$ cat src/rtl/fb_pipereg_if.sv
// Handshake bundle between two pipeline stages: upstream payload in, downstream payload out.
interface fb_pipereg_if #(
    parameter int unsigned DATA_W = 32
);
    logic              in_valid;
    logic              in_ready;
    logic [DATA_W-1:0] in_data;
    logic              out_valid;
    logic              out_ready;
    logic [DATA_W-1:0] out_data;

    // The pipeline register itself.
    modport slave (
        input  in_valid,
        input  in_data,
        input  out_ready,
        output in_ready,
        output out_valid,
        output out_data
    );

    // Whatever sits around the register: the producer and the consumer.
    modport master (
        output in_valid,
        output in_data,
        output out_ready,
        input  in_ready,
        input  out_valid,
        input  out_data
    );
endinterface

$ cat src/rtl/fb_pipereg.sv
// Generic inter-stage pipeline register with valid/ready handshake, optional two-entry skid
// buffer, synchronous flush and a saturating stall counter for performance debug.
module fb_pipereg #(
    parameter int unsigned DATA_W         = 32,
    parameter int unsigned SKID           = 1,
    parameter int unsigned CLEAR_ON_FLUSH = 1
) (
    input  logic        clk,
    input  logic        rst_n,
    fb_pipereg_if.slave bus,
    input  logic        flush,
    input  logic        clr_stats,
    output logic [1:0]  occupancy,
    output logic [15:0] stall_cnt
);

    // Encoding doubles as the occupancy count.
    typedef enum logic [1:0] {
        StEmpty = 2'd0,
        StOne   = 2'd1,
        StTwo   = 2'd2
    } state_e;

    state_e            r_state;
    logic              r_main_vld;
    logic              r_in_rdy;
    logic [DATA_W-1:0] r_main;
    logic [DATA_W-1:0] r_skid;   // holds a live entry exactly when r_state == StTwo
    logic [15:0]       r_stall;

    logic w_in_ready;
    logic w_in_fire;
    logic w_out_fire;

    // Handshake decode; with a skid buffer in_ready comes straight from a flop.
    always_comb begin
        w_in_ready = (SKID != 0) ? r_in_rdy : (!r_main_vld || bus.out_ready);
        w_in_fire  = bus.in_valid && w_in_ready;
        w_out_fire = r_main_vld && bus.out_ready;
    end

    // in_ready is held low while reset is asserted, independent of the flops.
    assign bus.in_ready  = w_in_ready && rst_n;
    assign bus.out_valid = r_main_vld;
    assign bus.out_data  = r_main;
    assign occupancy     = r_state;
    assign stall_cnt     = r_stall;

    // Occupancy FSM with main/skid storage; flush wins over any handshake.
    always_ff @(posedge clk or negedge rst_n) begin
        if (!rst_n) begin
            r_state    <= StEmpty;
            r_main_vld <= 1'b0;
            r_in_rdy   <= 1'b1;
            r_main     <= '0;
            r_skid     <= '0;
        end else if (flush) begin
            // An out_fire this cycle still completes; an in_fire is dropped.
            r_state    <= StEmpty;
            r_main_vld <= 1'b0;
            r_in_rdy   <= 1'b1;
            if (CLEAR_ON_FLUSH != 0) begin
                r_main <= '0;
                r_skid <= '0;
            end
        end else begin
            case (r_state)
                StEmpty: begin
                    if (w_in_fire) begin
                        r_main     <= bus.in_data;
                        r_main_vld <= 1'b1;
                        r_state    <= StOne;
                    end
                end
                StOne: begin
                    // Without a skid buffer an in_fire while full implies an out_fire.
                    if (w_in_fire && (w_out_fire || SKID == 0)) begin
                        r_main <= bus.in_data;
                    end else if (w_in_fire) begin
                        r_skid   <= bus.in_data;
                        r_state  <= StTwo;
                        r_in_rdy <= 1'b0;
                    end else if (w_out_fire) begin
                        r_main_vld <= 1'b0;
                        r_state    <= StEmpty;
                    end
                end
                StTwo: begin
                    if (w_out_fire) begin
                        r_main   <= r_skid;
                        r_state  <= StOne;
                        r_in_rdy <= 1'b1;
                    end
                end
                default: begin
                    r_state    <= StEmpty;
                    r_main_vld <= 1'b0;
                    r_in_rdy   <= 1'b1;
                end
            endcase
        end
    end

    // Saturating count of cycles where the stage holds data the consumer will not take.
    always_ff @(posedge clk or negedge rst_n) begin
        if (!rst_n) begin
            r_stall <= '0;
        end else if (clr_stats) begin
            r_stall <= '0;
        end else if (r_main_vld && !bus.out_ready && (r_stall != 16'hFFFF)) begin
            r_stall <= r_stall + 16'd1;
        end
    end

endmodule

$ cat src/flat_wrapper.sv
// flat-port wrapper written by rule: the top's interface ports become plain ports
module fb_pipereg_flat 
#(
    parameter int unsigned DATA_W         = 32,
    parameter int unsigned SKID           = 1,
    parameter int unsigned CLEAR_ON_FLUSH = 1
)
  (clk, rst_n, flush, clr_stats, occupancy, stall_cnt, bus_in_valid, bus_in_data, bus_out_ready, bus_in_ready, bus_out_valid, bus_out_data);
  fb_pipereg_if #(.DATA_W(DATA_W)) bus_i ();
  input  logic clk;
  input  logic rst_n;
  input  logic flush;
  input  logic clr_stats;
  output logic [1:0] occupancy;
  output logic [15:0] stall_cnt;
  input wire logic [$bits(bus_i.in_valid)-1:0] bus_in_valid;
  input wire logic [$bits(bus_i.in_data)-1:0] bus_in_data;
  input wire logic [$bits(bus_i.out_ready)-1:0] bus_out_ready;
  output wire logic [$bits(bus_i.in_ready)-1:0] bus_in_ready;
  output wire logic [$bits(bus_i.out_valid)-1:0] bus_out_valid;
  output wire logic [$bits(bus_i.out_data)-1:0] bus_out_data;
  assign bus_i.in_valid = bus_in_valid;
  assign bus_i.in_data = bus_in_data;
  assign bus_i.out_ready = bus_out_ready;
  assign bus_in_ready = bus_i.in_ready;
  assign bus_out_valid = bus_i.out_valid;
  assign bus_out_data = bus_i.out_data;
  fb_pipereg #(.DATA_W(DATA_W), .SKID(SKID), .CLEAR_ON_FLUSH(CLEAR_ON_FLUSH)) u_core (.clk(clk), .rst_n(rst_n), .bus(bus_i), .flush(flush), .clr_stats(clr_stats), .occupancy(occupancy), .stall_cnt(stall_cnt));
endmodule
$ cat config.mk
export PLATFORM = sky130hd
export DESIGN_NAME = fb_pipereg_flat
export DESIGN_NICKNAME = d
export VERILOG_FILES = /design/src/rtl/fb_pipereg_if.sv /design/src/rtl/fb_pipereg.sv /design/src/flat_wrapper.sv
export SDC_FILE = /design/constraint.sdc
export NUM_CORES = 1
export LEC_CHECK = 0
export CAP_MARGIN = 25
export CORE_AREA = 3 3 95 106
export DETAILED_ROUTE_END_ITERATION = 6
export DIE_AREA = 0 0 98 109
export PLACE_DENSITY = 0.72
export SYNTH_ARGS = -nofsm -noshare
export SYNTH_HDL_FRONTEND = slang
export SYNTH_SLANG_ARGS = --single-unit
$ cat constraint.sdc
create_clock -name clk -period 1.9 [get_ports clk]
set_input_delay 0.38 -clock clk [delete_from_list [all_inputs] [get_ports clk]]
set_output_delay 0.38 -clock clk [all_outputs]
set_load 0.01 [all_outputs]
**Yosys cells after proc, flatten, opt, wreduce, memory -nomap -nowiden**

Cells that the tools add are included.

- Flip-flop bits (word level): 84
- Bits in latches: 0
- Memory bits (writable): 0
- Bits in read-only memories: 0
- Input port bits: 38
- Output and inout bits: 52
- Logic and storage cells: 66
- Memories kept: 0

- Add/subtract/negate cells: 1
- Multiply operators: 0
- Div/mod/pow operators: 0
- $lt $le $gt $ge: 0
- Eq/ne operators: 14
- Shifts and indexed selects: 0
- Muxes and demuxes: 28
- Bitwise gates (word level): 0
- Reduce and logical (&&, ||, !) cells: 17

Operator list:

| cell | number |
|---|---|
| 2-to-1 mux 32 bit | 7 |
| one-hot mux 32 bit (3 select lines) | 1 |
| 2-to-1 mux 16 bit | 2 |
| adder 16 x 1 -> 16 bit (second input constant) | 1 |
| inequality test 16 bit (second input constant) | 1 |
| inequality test 3 x 2 -> 1 bit (second input constant) | 5 |
| 2-to-1 mux 2 bit | 6 |
| AND reduction 4 bit | 3 |
| 2-to-1 mux 1 bit | 9 |
| logical AND 1 bit | 6 |
| inequality test 2 bit (second input constant) | 3 |
| inequality test 3 bit (second input constant) | 2 |
| one-hot mux 1 bit (3 select lines) | 2 |
| one-hot mux 2 bit (3 select lines) | 1 |
| nonzero test 2 bit | 3 |
| AND reduction 5 bit | 1 |
| inequality test 4 x 2 -> 1 bit (second input constant) | 1 |
| nonzero test 4 bit | 1 |
| AND reduction 3 bit | 1 |
| == test 2 x 1 -> 1 bit (second input constant) | 1 |
| == test 2 bit (second input constant) | 1 |
| logical NOT 2 bit | 1 |
| logical NOT 1 bit | 1 |

**Logic depth before layout (Yosys ltp)**

Gate-level depths: netlist of run 1.

- Word-level depth: 6
- Mapped depth: 7
- Mapped depth without buffers: 6

**Worst setup path after synthesis of run 1**

OpenSTA, ideal clock, no wires.

- Path kind: register -> register
- From: reg u_core.r_state[0], in the netlist u_core.occupancy[0]
- To: reg u_core.r_main[10], in the netlist u_core.bus.out_data[10]
- Library setup time: 135 ps
- Arrival: 1787 ps
- Data required time: 1765 ps
- Setup slack: -21 ps
- Cell stages (with the launch flop): 7
- Path buffers: 1
- Period minus slack after synthesis: 1921 ps
- Path through: dfrtp_1 inv_1 ha_1 or2_2 a31oi_2 clkbuf_1 o31ai_1

- Cells in the longest elaborated chain, start to end: 3
- Elaborated cells on any way between the ends: 10
- Classes of those cells: 5 x eq/ne; 2 x mux; 3 x reduce/logical

Ends and longest elaborated chain:

| element | line | source |
|---|---|---|
| from (decl) | fb_pipereg.sv:24 | `state_e r_state;` |
| from (signal assigned) | fb_pipereg.sv:52 | `r_state <= StEmpty;` |
| from (signal assigned) | fb_pipereg.sv:59 | `r_state <= StEmpty;` |
| from (signal assigned) | fb_pipereg.sv:72 | `r_state <= StOne;` |
| == test 2 bit (tied with other cells) | fb_pipereg.sv:67 | `case (r_state)` |
| inequality test 3 x 2 -> 1 bit (no source line) (tied with other cells) | n/a |  |
| AND reduction 4 bit (no source line) or 2-to-1 mux 32 bit (tied branches) | n/a |  |
| to (signal assigned) | fb_pipereg.sv:70 | `r_main <= bus.in_data;` |
| to (signal assigned) | fb_pipereg.sv:78 | `r_main <= bus.in_data;` |
| to (signal assigned) | fb_pipereg.sv:90 | `r_main <= r_skid;` |
| to (decl) | fb_pipereg.sv:27 | `logic [DATA_W-1:0] r_main;` |

Parallel ways exist; a longest one is shown, timed or not.
A chain may end at the register's enable or synchronous reset.

**Final worst setup path of run 1**

- From: reg u_core.r_state[0], in the netlist u_core.occupancy[0]
- To: reg u_core.r_main[21], in the netlist u_core.bus.out_data[21]

Same word-level chain as after synthesis.

==> impl_metrics.py, run 1 <==
metrics = {
    "status": {
        "outcome": "complete, no violations",
    },
    "drt": {
        "vias": 3553,
        "remaining_drc_errors": 0,
        "vias_per_cell": 5.53,
        "routed_wl_mm": 10.3,
        "firstDrtPassIters": 4,
        "drt_iter0_drc": 176,
        "ant_nets": 0,
        "wire_per_inst_um": 16.0,
    },
    "timing": {
        "maxSlewViolCount": 0,
        "setup_viol": 0,
        "skew_ns": 0.0108,
        "tightest_slew_ns": 0.533,
        "whs_ns": 0.0621,
        "fin_ws_ns": 0.0977,
        "slew_headroom": 0.642,
        "fmax_mhz": 555,
        "rsz0062_at_grt": "false",
        "min_period_over_period": 0.949,
        "finalHoldViolCount": 0,
        "finalCriticalPeriod_ns": 1.80,
    },
    "cts": {
        "htreeDepth": 3,
        "clock_latency_ns": 0.35,
        "cts-root-buf": "clkbuf_8",
        "clk_pin_slew_ns": 0.08,
        "cts_max_path_buffers": 2,
        "cts_hold_buf": 0,
        "numCtsBuffers": 9,
        "cts_tree": "yes",
        "clkSinkCount": 84,
    },
    "yosys": {
        "netlist_instances": 422,
        "ys_warn_count": 0,
        "synth_top_family_by_area": "simple AND/OR/NAND/NOR gates",
        "async_flop_share": 1.00,
        "synthSimpleGateAreaFrac": 0.182,
        "synth_top_cell_by_area": "dfrtp_1",
        "synth.top_cells.by_area": "dfrtp_1, nand2_1, mux2i_1, o31ai_1, a21oi_1",
        "syn_nets": 465,
        "synth.top_cell.area_share": 0.506,
        "synth_most_common_cell": "nand2_1",
        "muxShareOfSynthArea": 0.0872,
        "synth_ff_type": "dfrtp_1",
        "synth-xor-area-share": 0,
        "ys_types": 42,
        "synth_seq_cells": 84,
        "synth_compound_area_frac": 0.163,
        "synthTopCellsByCount": "nand2_1, dfrtp_1, a21oi_1, o31ai_1, mux2i_1",
        "avgSynthCellArea_um2": 9.72,
        "synth-adder-area-share": 0.0152,
        "yosysSeqAreaShare": 0.513,
        "synth_edf_count": 0,
        "netlist_area_um2": 4100,
    },
    "floorplanning": {
        "start_util": 0.458,
        "die_area_um2": 10700,
        "ios": 90,
        "die_y_um": 109,
        "fp.dieW_um": 98,
        "num_rows": 36,
        "coreArea_um2": 8960,
    },
    "global_routing": {
        "grt_pass1_wl_mm": 16.3,
        "antenna_found_initial": 0,
        "grt_use_total": 0.188,
        "grt_pass1_vias": 3402,
        "grt_start_max_net_pins": 85,
        "overflow": 0,
    },
    "power": {
        "ir_drop_uv": 573,
        "switching_power_mw": 1.54,
        "power_frac_clock": 0.257,
        "power_mw": 4.94,
        "comb_power_share": 0.309,
        "switching_share": 0.311,
        "seqPwrFrac": 0.434,
        "power.internal_mw": 3.41,
        "p_leak_nw": 2.22,
        "power.density_nw_per_um2": 887,
    },
    "setup_path": {
        "path_cells": "inv_2, ha_2, or2_2, a31oi_4, buf_12, clkbuf_16, o31ai_1",
        "path_class": "flop to flop",
        "critPathCaptureType": "flop",
        "critPathRequiredTime_ns": 2.12,
        "cp_max_fo": 16,
        "worstPathArrival_ns": 2.02,
        "slowest_delay_ns": 0.43,
        "slowest_stage": "dfrtp_1",
        "critPathLaunchType": "flop",
    },
    "final_layout": {
        "layout-drive-gt1-share": 0.129,
        "area_growth_pct": 35.8,
        "nets": 566,
        "antenna_cells": 0,
        "fin_area_um2": 5570,
    },
    "min_path": {
        "hold_class": "primary input to async pin",
    },
    "job": {
        "maxCapViolCount": 0,
    },
    "place": {
        "dpl-instance-area_um2": 5280,
        "post-place-ws_ns": -0.187,
        "dpl.hpwl_mm": 6.54,
        "port_buffers": 89,
        "gp_congestion": 0.838,
    },
}
[cells by family after synthesis]
kind of cell	after synthesis
and+or+nand+nor	158
AOI/OAI and AO/OA	106
DFF	84
muxes	35
buffers and inverters	34
adders and majority gates	5
[registers in the layout, summed over array words and instances, names as in the netlist]
register,cells
u_core.occupancy,2
u_core.bus.out_data,32
u_core.stall_cnt,16
u_core.bus.out_valid,1
u_core.r_in_rdy,1
u_core.r_skid,32
[path summary, 6_finish.rpt]
kind	cells past startpoint	slack, ns	end	startpoint
worst min-delay path	2	0.06	u_core.stall_cnt[9]$_DFFE_PN0P_	rst_n
min in group clk	3	0.48	u_core.occupancy[0]$_DFFE_PN0P_	flush
worst max-delay path	7	0.1	u_core.bus.out_data[21]$_DFFE_PN0P_	u_core.occupancy[0]$_DFFE_PN0P_
worst max register to register	7	0.1	u_core.bus.out_data[21]$_DFFE_PN0P_	u_core.occupancy[0]$_DFFE_PN0P_
max in group asynchronous	2	1.47	u_core.stall_cnt[5]$_DFFE_PN0P_	rst_n
worst min register to register	2	0.48	u_core.bus.out_data[30]$_DFFE_PN0P_	u_core.bus.out_data[30]$_DFFE_PN0P_
[repair_timing]
| action | CTS | global route |
|---|---|---|
| setup buffers | 0 | 2 |
| gates cloned | 0 | 2 |
| gates resized for setup | 1 | 6 |
| setup endpoints to repair | 1 | 20 |
| pin swaps | 0 | 2 |
[power by group through the flow]
stage	Sequential (mW)	Combinational, mW	Clock [mW]
finish	2.15	1.53	1.27
global route	2.18	1.66	1.38
CTS	2.15	1.42	1.30
detailed placement	2.18	1.42	0
global placement	2.17	1.39	0
floorplan	2.24	0.597	0
[critical path, delay by kind of cell (launching register included)]
family          cells  cell delay, ns
flops               1            0.43
simple gates        1            0.30
fa+ha+maj           1            0.26
buf+inv             3            0.40
compound gates      2            0.30
[per-layer routing]
metal | global-route usage | share of wire
met1 | 0.251 | 0.46
met2 | 0.304 | 0.47
met3 | 0.0589 | 0.057
met4 | 0.0435 | 0.010
met5 | 0 | 0
[final cells by class]
| cell class | instances | area (um^2) |
|---|---|---|
| Fill cell | 762 | 3390 |
| Sequential cell | 84 | 2100 |
| Clock buffer | 11 | 131 |
| Inverter | 3 | 11.3 |
| Multi-Input combinational cell | 304 | 1870 |
| Timing Repair Buffer | 121 | 1250 |
| Clock inverter | 5 | 61.3 |
| Tap cell | 114 | 143 |
[cell usage in the layout (no fill, tap or decap), types with 3 or more instances in the layout]
cell | netlist | layout
ha_2 | 0 | 3
dfrtp_1 | 83 | 83
mux2i_1 | 32 | 32
or4_1 | 9 | 9
clkbuf_8 | 0 | 9
and4_1 | 3 | 3
nand4_1 | 5 | 5
o21ai_0 | 4 | 4
buf_4 | 0 | 23
or3_1 | 3 | 3
nand2b_1 | 3 | 3
buf_12 | 1 | 7
clkdlybuf4s50_1 | 0 | 86
o31ai_1 | 42 | 42
a21oi_1 | 49 | 48
nor2_1 | 5 | 5
nand3_1 | 8 | 8
nand2_1 | 108 | 108
[stage by stage]
step           std cells  utilization  TNS, ns
5_1_grt              642        0.622        0
3_3_place_gp         622        0.589    -1.28
2_1_floorplan        422            -   -0.429
6_report             642        0.622        0
3_5_place_dp         622        0.589    -3.19
4_1_cts              638        0.611        0
Power figures use the tool's default switching activity.
==> run 2, diff against run 1 <==
CTS_CLUSTER_SIZE = 8   (was default)
==> results of run 2 <==
The final DEF is identical to that of run 1; final timing and power are the same.
==> run 3, diff against run 2 <==
CORE_AREA = 3 3 99 101   (was 3 3 95 106)
DIE_AREA = 0 0 102 104   (was 0 0 98 109)
MAX_ROUTING_LAYER = met4   (was default)
==> run 3 against run 2 <==
Net effect: critical path depth shrank 5; non-clock buffer count grew 1; via count shrank 2.1%; critical endpoint is now occupancy[0]; largest power group unchanged.
==> impl_metrics.py, run 3 (same netlist as run 1, synthesis figures left out) <==
metrics = {
    "min_path": {
        "hold_class": "primary input to async pin",
    },
    "timing": {
        "setup_viol": 0,
        "slew_headroom": 0.696,
        "fmax_mhz": 560,
        "min_period_over_period": 0.940,
        "finalHoldViolCount": 0,
        "rsz0062_at_grt": "false",
        "finalCriticalPeriod_ns": 1.79,
        "skew_ns": 0.0130,
        "fin_ws_ns": 0.115,
        "maxSlewViolCount": 0,
        "tightest_slew_ns": 0.455,
    },
    "power": {
        "seqPwrFrac": 0.453,
        "power.internal_mw": 3.23,
        "power_frac_clock": 0.251,
        "switching_share": 0.318,
        "comb_power_share": 0.296,
        "switching_power_mw": 1.50,
        "p_leak_nw": 2.19,
        "ir_drop_uv": 470,
        "power.density_nw_per_um2": 862,
        "power_mw": 4.74,
    },
    "cts": {
        "cts-root-buf": "clkbuf_8",
        "htreeDepth": 3,
        "cts_max_path_buffers": 2,
        "clock_latency_ns": 0.35,
        "post_cts_buffers": 0,
        "numCtsBuffers": 9,
        "clk_pin_slew_ns": 0.09,
        "clkSinkCount": 84,
        "cts_tree": "yes",
    },
    "final_layout": {
        "mostFrequentLayoutCell": "nand2_1",
        "area_growth_pct": 33.9,
        "layout_common_cells": "nand2_1, clkdlybuf4s50_1, dfrtp_1",
        "antenna_cells": 0,
        "stdcell_count": 640,
        "post-route-util": 0.603,
        "nets": 567,
        "layout-drive-gt1-share": 0.132,
    },
    "global_routing": {
        "overflow": 0,
        "antenna_found_initial": 0,
        "grt_pass1_vias": 3317,
        "grt_pass1_wl_mm": 16.2,
        "grt_use_total": 0.193,
        "grt_start_max_net_pins": 85,
    },
    "floorplanning": {
        "start_util": 0.450,
        "fp.dieW_um": 102,
        "ios": 90,
        "die_y_um": 104,
        "num_rows": 35,
        "die_area_um2": 10600,
        "coreArea_um2": 9110,
    },
    "drt": {
        "firstDrtPassIters": 4,
        "vias": 3480,
        "vias_per_cell": 5.44,
        "routed_wl_mm": 9.75,
        "remaining_drc_errors": 0,
        "drt_iter0_drc": 212,
        "ant_nets": 0,
        "wire_per_inst_um": 15.2,
    },
    "job": {
        "maxCapViolCount": 0,
    },
    "setup_path": {
        "worstPathArrival_ns": 1.41,
        "critPathLaunchType": "flop",
        "reg2reg_depth": 7,
        "critPathRequiredTime_ns": 1.52,
        "path_class": "flop to output port",
        "critPathCaptureType": "output port",
        "cp_max_fo": 4,
        "critical_path.startpoint": "u_core.occupancy[0]$_DFFE_PN0P_",
        "r2r-start": "u_core.occupancy[1]$_DFFE_PN0P_",
    },
    "status": {
        "outcome": "complete, no violations",
    },
    "place": {
        "gp_congestion": 0.811,
        "dp.cells": 624,
        "dpl.hpwl_mm": 6.69,
        "port_buffers": 89,
        "post-place-ws_ns": -0.173,
    },
}
## run 3: changes by cell type in the layout (fill, tap and decap cells not counted), sizes merged
cell,delta
buf,+3
clkbuf,-3
clkinvlp,+3
clkinv,-2
bufinv,-1
inv,+1
## run 3: per-stage QoR
stage | cell area, um^2 | setup TNS [ns] | hold WS (ns)
floorplan | 4100 | -0.429 | 0.0844
global placement | 5300 | -1.21 | 0.460
detailed placement | 5300 | -2.60 | 0.460
CTS | 5490 | 0 | 0.0779
global route | 5490 | 0 | 0.0732
finish | 5490 | 0 | 0.0496
## run 3: critical path, cell delays in order, from the launching register on
cell and delay, ns:
dfrtp_1 0.39, buf_4 0.14, clkdlybuf4s50_1 0.53
## run 3: metal layers
layer | GRT usage | up-vias | wire length, um
li1 | - | 1705 | -
met1 | 0.268 | 1689 | 4530
met2 | 0.296 | 77 | 4730
met5 | - | - | 0
met4 | 0.0562 | 0 | 133
met3 | 0.0275 | 9 | 352
## run 3: area by class of cell
type	instances	area, um^2
Clock buffer	10	138
Timing Repair Buffer	122	1190
Multi-Input combinational cell	304	1860
Clock inverter	6	45.0
Fill cell	797	3610
Tap cell	111	139
Sequential cell	84	2100
Inverter	3	11.3
## run 3: path summary, 6_finish.rpt
path	endpoint	slack (ns)
setup / recovery	occupancy[0]	0.11
hold / removal	u_core.stall_cnt[8]$_DFFE_PN0P_	0.05
setup reg to reg	u_core.occupancy[1]$_DFFE_PN0P_	0.14
hold reg to reg	u_core.bus.out_data[18]$_DFFE_PN0P_	0.48
max in group asynchronous	u_core.r_in_rdy$_DFFE_PN1P_	1.44
min in group clk	u_core.bus.out_valid$_DFFE_PN0P_	0.37
## run 3: timing repair
action | CTS | global route
hold endpoints to repair | 0 | 0
resized for setup | 1 | 5
hold buffers | 0 | 0
setup endpoints to repair | 1 | 8
pin swaps | 0 | 2
## run 3: power by group through the flow
stage	combinational, mW	sequential [mW]	clock (mW)
floorplan	0.597	2.24	0
global placement	1.39	2.17	0
detailed placement	1.42	2.18	0
CTS	1.42	2.15	1.22
global route	1.54	2.18	1.29
finish	1.40	2.15	1.19
